<file path="src/rtl/num_entry_pkg.sv">
// num_entry_pkg: shared constants and FSM state type for the number-entry block
//   BTN_*   : bit positions of the five buttons within btn
//   DEC_MAX : largest decimal digit, HEX_MAX : largest hex digit
//   NDIG    : number of editable digits
package num_entry_pkg;
   localparam int BTN_UP    = 0;
   localparam int BTN_DN    = 1;
   localparam int BTN_LEFT  = 2;
   localparam int BTN_RIGHT = 3;
   localparam int BTN_CLR   = 4;
   localparam int NDIG      = 8;
   localparam logic [3:0] DEC_MAX = 4'd9;
   localparam logic [3:0] HEX_MAX = 4'd15;
   typedef enum logic {IDLE, CONV} state_t;
endpackage

</file>
<file path="src/rtl/num_entry_debounce.sv">
// debounce: 2-flop synchronizer followed by a stable-count level filter
//   clk, rst_n : clock and synchronous active-low reset
//   d          : raw asynchronous level
//   q          : debounced level, follows d after DB_N consecutive differing cycles
module debounce #(
   parameter int DB_N = 1_000_000
) (
   input  logic clk,
   input  logic rst_n,
   input  logic d,
   output logic q
);
   localparam int CW = $clog2(DB_N + 1);
   logic s1, s2;
   logic [CW-1:0] cnt;
   always_ff @(posedge clk)
      if (!rst_n) begin
         s1  <= 1'b0;
         s2  <= 1'b0;
         cnt <= '0;
         q   <= 1'b0;
      end else begin
         s1 <= d;
         s2 <= s1;
         // any cycle where the synchronized level agrees with q restarts the count
         if (s2 == q) cnt <= '0;
         else if (cnt == CW'(DB_N - 1)) begin
            cnt <= '0;
            q   <= s2;
         end else cnt <= cnt + 1'b1;
      end
endmodule

</file>
<file path="src/rtl/num_entry.sv">
// num_entry: debounced button digit editor with sequential digits-to-binary converter
//   clk, rst_n : clock and synchronous active-low reset
//   mod        : raw base switch, 1 = hex, 0 = decimal
//   btn        : raw buttons [0] up [1] down [2] left [3] right [4] clear
//   digits     : packed nibbles, digit 7 leftmost
//   cursor     : index of the digit being edited
//   data       : binary value of digits in the current base
//   valid      : data matches digits
//   changed    : one-cycle pulse when data is reloaded
module num_entry
   import num_entry_pkg::*;
#(
   parameter int DB_N = 1_000_000
) (
   input  logic                  clk,
   input  logic                  rst_n,
   input  logic                  mod,
   input  logic [4:0]            btn,
   output logic [4*NDIG-1:0]     digits,
   output logic [2:0]            cursor,
   output logic [31:0]           data,
   output logic                  valid,
   output logic                  changed
);
   logic [4:0] lvl, lvl_d, ev;
   logic mode, mode_d, mode_chg;
   state_t state;
   logic [31:0] acc, acc_nx;
   logic [2:0] idx;
   logic [3:0] cur, dg, dmax;
   logic start;

   for (genvar i = 0; i < 5; i++) begin : g_btn
      debounce #(.DB_N(DB_N)) u_db (.clk(clk), .rst_n(rst_n), .d(btn[i]), .q(lvl[i]));
   end
   debounce #(.DB_N(DB_N)) u_mod (.clk(clk), .rst_n(rst_n), .d(mod), .q(mode));

   // press events and mode change are registered one cycle after the debounced level moves
   always_ff @(posedge clk)
      if (!rst_n) begin
         lvl_d    <= '0;
         ev       <= '0;
         mode_d   <= 1'b0;
         mode_chg <= 1'b0;
      end else begin
         lvl_d    <= lvl;
         ev       <= lvl & ~lvl_d;
         mode_d   <= mode;
         mode_chg <= mode ^ mode_d;
      end

   assign dmax   = mode ? HEX_MAX : DEC_MAX;
   assign cur    = digits[{cursor, 2'b00} +: 4];
   assign dg     = digits[{idx, 2'b00} +: 4];
   // decimal multiply by ten as shift-and-add
   assign acc_nx = mode ? {acc[27:0], dg} : (acc << 3) + (acc << 1) + {28'd0, dg};
   assign start  = mode_chg | ev[BTN_CLR] | ev[BTN_UP] | ev[BTN_DN];

   always_ff @(posedge clk)
      if (!rst_n) begin
         digits  <= '0;
         cursor  <= '0;
         data    <= '0;
         valid   <= 1'b1;
         changed <= 1'b0;
         state   <= IDLE;
         acc     <= '0;
         idx     <= '0;
      end else begin
         changed <= 1'b0;
         // the if-else chain drops lower-priority events arriving in the same cycle
         if (mode_chg) digits <= '0;
         else if (ev[BTN_CLR]) begin
            digits <= '0;
            cursor <= '0;
         end
         else if (ev[BTN_UP]) digits[{cursor, 2'b00} +: 4] <= (cur == dmax) ? 4'd0 : cur + 4'd1;
         else if (ev[BTN_DN]) digits[{cursor, 2'b00} +: 4] <= (cur == 4'd0) ? dmax : cur - 4'd1;
         else if (ev[BTN_LEFT]) cursor <= cursor + 3'd1;
         else if (ev[BTN_RIGHT]) cursor <= cursor - 3'd1;
         // a new digit edit always restarts conversion; data keeps its old value meanwhile
         if (start) begin
            state <= CONV;
            acc   <= '0;
            idx   <= 3'(NDIG - 1);
            valid <= 1'b0;
         end else if (state == CONV) begin
            acc <= acc_nx;
            idx <= idx - 3'd1;
            if (idx == 3'd0) begin
               data    <= acc_nx;
               valid   <= 1'b1;
               changed <= 1'b1;
               state   <= IDLE;
            end
         end
      end
endmodule
</file>
<file path="config.mk">
export PLATFORM = sky130hd
export DESIGN_NAME = num_entry
export DESIGN_NICKNAME = d
export VERILOG_FILES = /design/src/rtl/num_entry_pkg.sv /design/src/rtl/num_entry_debounce.sv /design/src/rtl/num_entry.sv
export SDC_FILE = /design/constraint.sdc
export NUM_CORES = 1
export LEC_CHECK = 0
export CORE_ASPECT_RATIO = 1.4
export CORE_MARGIN = 4
export CORE_UTILIZATION = 40
export DETAILED_ROUTE_END_ITERATION = 6
export GPL_TIMING_DRIVEN = 0
export SLEW_MARGIN = 20
export SYNTH_ARGS = -nofsm -noshare
export SYNTH_HDL_FRONTEND = slang
export SYNTH_HIERARCHICAL = 1
export SYNTH_SLANG_ARGS = --single-unit
export TNS_END_PERCENT = 30
</file>
<file path="constraint.sdc">
create_clock -name clk -period 5.22 [get_ports clk]
set_input_delay 1.305 -clock clk [delete_from_list [all_inputs] [get_ports clk]]
set_output_delay 1.305 -clock clk [all_outputs]
set_load 0.02 [all_outputs]
</file>
==> metrics.cfg, run 1 <==
[die]
fp.dieH_um=222
dieArea_um2=35700
start_util=0.405
die_w_um=161
num_rows=78
fp.coreArea_um2=32300
io_pins=77

[synthesis]
synth_cells=1510
synth-seq-area-share=0.389
netlist_area_um2=13100
async_flop_share=0
yosysWarnings=6
ys_ff_latch=254
syn_nets=1594
avgSynthCellArea_um2=8.66
synth_edf_count=0
synth_cell_types=65
dominantRegCellSynth=dfxtp_1

[power_and_ir_drop]
p_switching_uw=869
powerDensity_nw_per_um2=262
p_sw_frac=0.216
p_int_mw=3.15
pwr-share-seq=0.485
clockPowerShare=0.503
combPwrFrac=0.012
peakVddDrop_v=0.000291
p_leak_nw=5.41

[critical_path]
setup.worst_path.class=reg -> reg
arrival_ns=5.33
crit_top_cell=mux2i_1
reg2reg_depth=13
cpPeakStageDelay_ns=0.74
cp_max_fo=10
crit_path_end_kind=flop
r2r-end=data[25]
rr_startpoint=idx[0]
cp-start-kind=flop
cp_slowest_cell=dfxtp_1
reg2reg_slack_ns=0.29
cp_cell_sequence=mux4_2 > mux2i_1 > fa_1 > inv_1 > ha_1 > a211oi_2 > nor2_1 > a311o_1 > o21ai_2 > o21ai_0 > a311oi_1 > mux2i_1 > a31oi_1
crit_start=idx[0]
required_ns=5.62

[clock_tree]
clockBufferDepth=3
h-tree-depth=1
cts_root_buf=clkbuf_16
insertion_delay_ns=0.54
clk_pin_slew_ns=0.07
cts.sinks=254
cts_tree=done
cts.repair.resized=0
cts_buffers=27
postCtsSetupBuffers=0
cts_hold_buf=0

[drt]
drt_iter0_markers=654
drc=0
wl_um=34100
route.detailed.wl_per_inst_um=16.4
dr.pass1.iters=5
via_per_inst=5.42
ant_nets=0
vias=11245

[sta]
rsz0062_at_grt=false
fmax_mhz=203
clock_skew_ns=0.0154
period_share=0.944
setup_viol=0
hold_slack_ns=0.384
finalHoldViolCount=0
worstMarginPinSlew_ns=0.851
max_slew_margin=0.429
finalCriticalPeriod_ns=4.93
tns_ns=0
finalMaxSlewViolations=0

[grt]
grt_pass1_wl_um=55500
grt_util_met2=0.319
antenna_found_initial=0
top_usage_layer=met2
grtUsageMet3=0.0240
grt_use_total=0.185
first_global_vias=10850
grt_max_degree=34
grt_use_met1=0.239
grt_overflow=0

[hold_path]
worstHoldPathCells=1
worst_hold_path_type=reg -> reg
worstHoldStart=lvl_d[1]
min_to=ev[1]

[final_layout]
final_core_util=0.475
drive_gt1_frac=0.0692
regArea_um2=5080
fin_area_um2=15300
area_growth_pct=17.2
n_fill_cell=3153
num-nets-final=1699
diodes=0
multi_input_area_um2=7500

[place]
place_congestion=0.911
post_dp_cell_area_um2=14400
dp_hpwl_um=24900
portBuffers=76

[outcome]
outcome=completed

[run]
drv_cap=0

## synth_stat cells (20+ instances only)
master,n,area share
nand3_1,44,0.017
o21ai_0,88,0.034
inv_1,54,0.015
and2_1,22,0.011
dfxtp_1,254,0.39
nor3_1,27,0.010
or4_1,31,0.018
mux2i_1,27,0.021
a21oi_1,126,0.048
nand4_1,35,0.017
ha_1,73,0.070
o31ai_1,20,0.011
a211oi_1,27,0.015
nor2_1,172,0.049
nand2_1,116,0.033
xor2_1,31,0.021
clkbuf_1,40,0.011
or3_1,35,0.017
xnor2_1,64,0.043
## cells in the final DEF, fill, tap and decap left out, types with 10 or more instances in the layout
master           instances
xnor2_1                 64
nor2_1                 172
clkdlybuf4s50_1         75
and3_1                  10
clkbuf_16               27
nor4_1                  15
nand3_1                 44
nand4_1                 35
buf_2                   11
o211ai_1                13
a21o_1                  13
dfxtp_1                254
and2_1                  22
nor2b_1                 14
a31oi_1                 13
nand2_1                116
or3_1                   35
clkbuf_1                43
o31ai_1                 20
mux4_2                  15
xor2_1                  31
nor3_1                  26
inv_1                   54
a21oi_1                126
o21ai_0                 87
a211oi_1                27
or4_1                   31
ha_1                    73
mux2i_1                 27
## flip-flops by register name, summed over array words and instances (netlist names)
signal	flops
mode_chg	1
u_mod/s1	1
cursor	3
acc	31
g_btn.u_db/s2	5
g_btn.u_db/cnt	100
u_mod/q	1
g_btn.u_db/s1	5
data	32
mode_d	1
ev	5
valid	1
digits	32
u_mod/cnt	20
lvl_d	5
idx	3
state	1
changed	1
u_mod/s2	1
g_btn.u_db/q	5
## worst max path at each step
stage,to,slack (ns),cells after the start
floorplan,data[31],1.04,14
global placement,acc[27],-0.07,6
detailed placement,acc[30],0.1,14
CTS,acc[30],0.07,14
global route,acc[25],0.05,13
finish,data[25],0.29,13
## cell families after synthesis
logic type,share of synthesized area
buf+inv,0.0383
xor+xnor,0.0636
flops,0.389
mux,0.0545
fa+ha+maj,0.0744
compound gates,0.160
simple gates,0.220
## routing by layer
layer / part of all wire / wire length, um
met1: 0.44 / 15100
met2: 0.48 / 16200
met3: 0.048 / 1620
met4: 0.033 / 1130
met5: 0 / 0
## final cells by class
cell class              count  share of cell area
clock buffers              34              0.0477
clock inverters            14              0.0122
repair buffers             77              0.0506
flip-flops and latches    254               0.332
multi-input cells        1132               0.489
well taps                 440              0.0359
inverters                  58              0.0142
plain buffers              65              0.0182
## per-stage QoR
step / cells / power, mW / setup WS, ns
after floorplan: 1510 / 2.01 / 1.04
after CTS: 2075 / 4.07 / 0.0674
after global placement: 2026 / 2.04 / -0.0696
after global routing: 2074 / 4.14 / 0.0518
after detailed placement: 2027 / 2.04 / 0.0971
final: 2074 / 4.02 / 0.294
## power groups by stage
stage	Clock [mW]	Sequential, mW	Combinational [mW]
2_1_floorplan	0	1.99	0.0235
3_3_place_gp	0	1.99	0.0471
3_5_place_dp	0	1.99	0.0487
4_1_cts	2.07	1.95	0.0488
5_1_grt	2.14	1.95	0.0525
6_report	2.02	1.95	0.0480
## critical path, delay by kind of cell, from the launching register on
family                   cells  cell delay [ns]
adder cells (fa/ha/maj)      2             0.73
multiplexers                 3             1.25
AND/OR/NAND/NOR              1             0.11
buffers and inverters        1             0.12
flip-flops                   1             0.74
AO/OA/AOI/OAI                6             1.81
Note: power is estimated with default switching activity, not from simulation.
==> run 2: changes to the inputs <==
- CORE_UTILIZATION: 40 -> 60
- HOLD_SLACK_MARGIN: unset -> 0.12
- PLACE_DENSITY: unset -> 0.8
==> run 2 against run 1 <==
Cell area is 2.2% lower. Flip-flop and latch count did not move. Critical path type unchanged. Core utilization rose by 23 points. Non-clock buffer count is 1 lower. Fmax is 0.48% higher. Critical path depth stayed put. Highest routed layer unchanged. Combinational power down 6.9%. Count of clock-buffer cells in the layout grew 1.
==> metrics.cfg, run 2 (synthesis results as in run 1) <==
[power_and_ir_drop]
combPwrFrac=0.012  ; about the same
p_int_mw=3.01  ; -4.3%
p_sw_frac=0.213  ; -0.00331
p_leak_nw=5.36  ; -0.89%
clockPowerShare=0.480  ; -0.023
powerDensity_nw_per_um2=255  ; -2.5%
peakVddDrop_v=0.000285  ; -2.2%
p_switching_uw=815  ; -6.2%
pwr-share-seq=0.509  ; +0.024

[drt]
wl_um=32500  ; -4.6%
vias=11620  ; +3.3%
drt_iter0_markers=864  ; +32%
dr.pass1.iters=6  ; +1
route.detailed.wl_per_inst_um=17.2  ; +4.7%
drc=0  ; unchanged
ant_nets=0  ; unchanged
via_per_inst=6.15  ; +13%

[sta]
clock_skew_ns=0.0268  ; +0.0114 ns
rsz0062_at_grt=false
finalCriticalPeriod_ns=4.90  ; -0.0237 ns
fmax_mhz=204  ; +0.48%
finalMaxSlewViolations=0  ; unchanged
max_slew_margin=0.357  ; -0.0715
period_share=0.939  ; -0.00454
setup_viol=0  ; unchanged
finalHoldViolCount=0  ; unchanged
tns_ns=0  ; unchanged
worstMarginPinSlew_ns=0.957  ; +0.106 ns

[final_layout]
largest_register_ffs=100  ; unchanged
layout.cells.most_common=dfxtp_1
num-nets-final=1697  ; -0.12%
final_core_util=0.704  ; +0.230
reg.largest.list=g_btn.u_db/cnt x100, data x32, digits x32
largest_register=g_btn.u_db/cnt
drive_gt1_frac=0.0650  ; -0.00412
area_growth_pct=14.6
final_cell_mix=254 x dfxtp_1, 172 x nor2_1, 126 x a21oi_1
diodes=0  ; unchanged

[hold_path]
worst_hold_path_type=reg -> reg

[die]
fp.dieH_um=183  ; -18%
num_rows=63  ; -19%
dieArea_um2=24300  ; -32%
io_pins=77  ; unchanged
die_w_um=133  ; -17%
start_util=0.615  ; +0.210
fp.coreArea_um2=21300  ; -34%

[critical_path]
setup.worst_path.class=reg -> reg
cpPeakStageDelay_ns=0.74  ; about the same
cp_max_fo=10  ; unchanged
cp_cell_sequence=mux4_2 > mux2_2 > ha_1 > ha_1 > fa_1 > a211oi_1 > o21ai_0 > nand2_1 > a21oi_1 > o21ai_0 > or2_2 > a41oi_1 > a211oi_1
crit_path_end_kind=flop
arrival_ns=5.35  ; +0.02 ns
cp_slowest_cell=dfxtp_1
required_ns=5.67  ; +0.05 ns
cp-start-kind=flop

[place]
place_congestion=0.940  ; +3.2%
portBuffers=76  ; unchanged
dp_hpwl_um=23600  ; -5.4%

[clock_tree]
cts_buffers=26  ; -3.7%
cts_tree=done
postCtsSetupBuffers=0  ; unchanged
cts_root_buf=clkbuf_16
clk_pin_slew_ns=0.06  ; about the same
cts_hold_buf=0  ; unchanged
h-tree-depth=1  ; unchanged
clockBufferDepth=3  ; unchanged
insertion_delay_ns=0.55  ; about the same
cts.sinks=254  ; unchanged

[outcome]
outcome=completed

[grt]
first_global_vias=11360  ; +4.7%
antenna_found_initial=0  ; unchanged
grt_pass1_wl_um=54100  ; -2.6%
grt_use_total=0.263  ; +0.0779
grt_overflow=0  ; unchanged
grt_max_degree=37  ; +8.8%

[run]
drv_cap=0  ; unchanged

==> run 2: cell types whose count changed in the layout (fill, tap and decap cells not counted), sizes merged <==
cell and change:
clkinvlp -2, clkbuf +1, bufinv -2, buf -1
==> run 2: final timing paths <==
kind,startpoint,endpoint,slack (ns),cells past startpoint
hold reg to reg,lvl_d[3],ev[3],0.38,1
setup / recovery,idx[0],acc[30],0.32,13
setup reg to reg,idx[0],acc[30],0.32,13
hold / removal,lvl_d[3],ev[3],0.38,1
==> run 2: power groups by stage <==
stage	Combinational (mW)	Sequential (mW)	Clock [mW]
final	0.0447	1.95	1.84
after global routing	0.0493	1.95	1.94
after CTS	0.0444	1.95	1.86
after detailed placement	0.0444	1.99	0
after global placement	0.0442	1.99	0
after floorplan	0.0235	1.99	0
==> run 2: through the flow <==
stage	worst slack (ns)	power [mW]	instance area (um2)	hold slack, ns	std cells
final	0.318	3.83	15000	0.383	1890
after global routing	0.00372	3.93	15000	0.411	1890
after CTS	0.160	3.85	15000	0.389	1891
after detailed placement	0.231	2.03	14200	0.380	1846
after global placement	0.266	2.03	14200	0.373	1846
after floorplan	1.04	2.01	13100	0.367	1510
==> run 2: area by class of cell <==
class                   count  area, um2
multi-input cells        1132       7500
fillers                  1680       6290
flip-flops and latches    254       5080
repair buffers             76        756
clock buffers              35        714
well taps                 260        325
plain buffers              65        279
inverters                  58        218
clock inverters            10        116
==> run 2: per-layer routing <==
metal,GRT usage,wire [um]
met1,0.315,13300
met5,0,0
met4,0.110,1250
met2,0.468,15900
met3,0.0414,2010
==> run 2: worst max-delay path: cells and delay by family, from the launching register on <==
kind	cells	cell delay [ns]
adder cells (fa/ha/maj)	3	0.99
flip-flops	1	0.74
AND/OR/NAND/NOR	2	0.38
multiplexers	2	0.91
AO/OA/AOI/OAI	6	1.79
==> run 2: repair_timing <==
action | in CTS | in global routing
gates resized for setup | 0 | 0
hold endpoints to repair | 0 | 0
setup endpoints to repair | 0 | 8
==> run 3: changes to the inputs <==
- SLEW_MARGIN: 20 -> 10
==> run 3 against run 2 <==
Final cell count is 0.11% higher. Global-route usage rose by 0.37 points. Critical path depth is 1 higher. Via count decreased by 0.22%. Worst hold slack got worse by 0.0073 ns. Sequential share of layout area fell by 0.17 points. Clock power is 7% higher. Power grew 3.4%. Sequential power hardly changed. Largest power group is now the clock network.
==> metrics.cfg, run 3 (synthesis results as in run 1) <==
[final_layout]
area_growth_pct=15.2
fin_area_um2=15100  ; +0.49%
drive_gt1_frac=0.0680  ; +0.00298
layout.cells.most_common=dfxtp_1
largest_register=g_btn.u_db/cnt
n_fill_cell=1652  ; -1.7%
diodes=0  ; unchanged
largest_register_ffs=100  ; unchanged
stdcell_count=1892  ; +0.11%
final_cell_mix=254 x dfxtp_1, 172 x nor2_1, 126 x a21oi_1
num-nets-final=1697  ; unchanged
reg.largest.list=g_btn.u_db/cnt x100, data x32, digits x32

[clock_tree]
cts.sinks=254  ; unchanged
cts_hold_buf=0  ; unchanged
insertion_delay_ns=0.55  ; about the same
cts_tree=done
clk_pin_slew_ns=0.07  ; about the same
h-tree-depth=1  ; unchanged
cts_root_buf=clkbuf_16
clockBufferDepth=3  ; unchanged
postCtsSetupBuffers=0  ; unchanged
cts_buffers=25  ; -3.8%

[die]
fp.coreArea_um2=21300  ; unchanged
fp.dieH_um=183  ; unchanged
start_util=0.615  ; unchanged
io_pins=77  ; unchanged
dieArea_um2=24300  ; unchanged
num_rows=63  ; unchanged
die_w_um=133  ; unchanged

[hold_path]
worst_hold_path_type=reg -> reg

[run]
drv_cap=0  ; unchanged

[critical_path]
cp_max_fo=10  ; unchanged
setup.worst_path.class=reg -> reg
arrival_ns=5.44  ; +0.09 ns
cp-start-kind=flop
required_ns=5.62  ; -0.05 ns
crit_path_end_kind=flop

[grt]
grt_max_degree=37  ; unchanged
grt_use_total=0.267  ; +0.00371
grt_pass1_wl_um=54900  ; +1.4%
first_global_vias=11459  ; +0.87%
antenna_found_initial=0  ; unchanged
grt_overflow=0  ; unchanged

[sta]
tns_ns=0  ; unchanged
worstMarginPinSlew_ns=0.977  ; +0.0199 ns
max_slew_margin=0.344  ; -0.0134
finalCriticalPeriod_ns=5.04  ; +0.138 ns
finalHoldViolCount=0  ; unchanged
clock_skew_ns=0.0136  ; -0.0132 ns
period_share=0.966  ; +0.0264
setup_viol=0  ; unchanged
finalMaxSlewViolations=0  ; unchanged
fmax_mhz=198  ; -2.7%
rsz0062_at_grt=false

[power_and_ir_drop]
power_mw=3.96  ; +3.4%
powerDensity_nw_per_um2=263  ; +2.9%
p_leak_nw=5.39  ; +0.60%
peakVddDrop_v=0.000233  ; -18%

[drt]
drt_iter0_markers=707  ; -18%
dr.pass1.iters=5  ; -1
wl_um=32700  ; +0.75%
vias=11594  ; -0.22%
ant_nets=0  ; unchanged
via_per_inst=6.13  ; -0.33%
route.detailed.wl_per_inst_um=17.3  ; +0.64%
drc=0  ; unchanged

[place]
dp_hpwl_um=23600  ; about the same
portBuffers=76  ; unchanged
post_dp_cell_area_um2=14200  ; about the same
placed_cells=1846  ; unchanged
place_congestion=0.940  ; unchanged

[outcome]
outcome=completed

## run 3: cell types whose count changed in the layout (fill, tap and decap cells not counted), sizes merged
cell,previous run,this run
clkbuf,80,77
inv,55,58
bufinv,2,4
clkinv,9,8
clkinvlp,2,3
## run 3: path summary, 6_finish.rpt
| path | from | endpoint | slack (ns) | cells after the start |
|---|---|---|---|---|
| worst max-delay path | idx[0] | acc[25] | 0.18 | 14 |
| worst min-delay path | lvl_d[0] | ev[0] | 0.38 | 1 |
| worst max register to register | idx[0] | acc[25] | 0.18 | 14 |
| worst min register to register | lvl_d[0] | ev[0] | 0.38 | 1 |
## run 3: cell type report
type,instances,area (um2),area share
well taps,260,325,0.0216
multi-input cells,1132,7500,0.498
inverters,58,218,0.0144
flip-flops and latches,254,5080,0.337
repair buffers,76,756,0.0502
clock inverters,15,213,0.0141
clock buffers,31,688,0.0457
plain buffers,66,283,0.0188
## run 3: power breakdown
group          leakage (nW)  switching, mW  internal, mW  total [mW]
registers              2.05        0.00301          1.94        1.95
logic                  2.91         0.0326        0.0123      0.0449
clock network         0.435          0.816          1.15        1.97
## run 3: through the flow
step	util	setup WS [ns]	hold slack, ns
after floorplan	-	1.04	0.367
after detailed placement	0.665	0.222	0.375
after global routing	0.708	0.0110	0.384
final	0.708	0.180	0.376
after CTS	0.708	0.137	0.383
after global placement	0.666	0.266	0.373
## run 3: metal layers
layer  global-route usage  wire (um)
met1                0.327      13600
met3               0.0383       1930
met4                0.105       1190
met2                0.472      16000
met5                    0          0
## run 3: repair_timing
action,CTS,global route
gates resized for setup,0,1
endpoints found under the setup margin,0,5
endpoints found under the hold margin,0,0
## run 3: critical path, cell delays in order (launching register included)
cell	delay [ns]
dfxtp_1	0.31
clkbuf_1	0.59
mux4_2	0.62
mux2i_1	0.28
fa_1	0.47
inv_1	0.11
ha_1	0.26
a211oi_2	0.24
nor2_1	0.10
a311o_1	0.46
o21ai_2	0.21
o21ai_0	0.24
a311oi_1	0.44
mux2i_1	0.41
a31oi_1	0.14
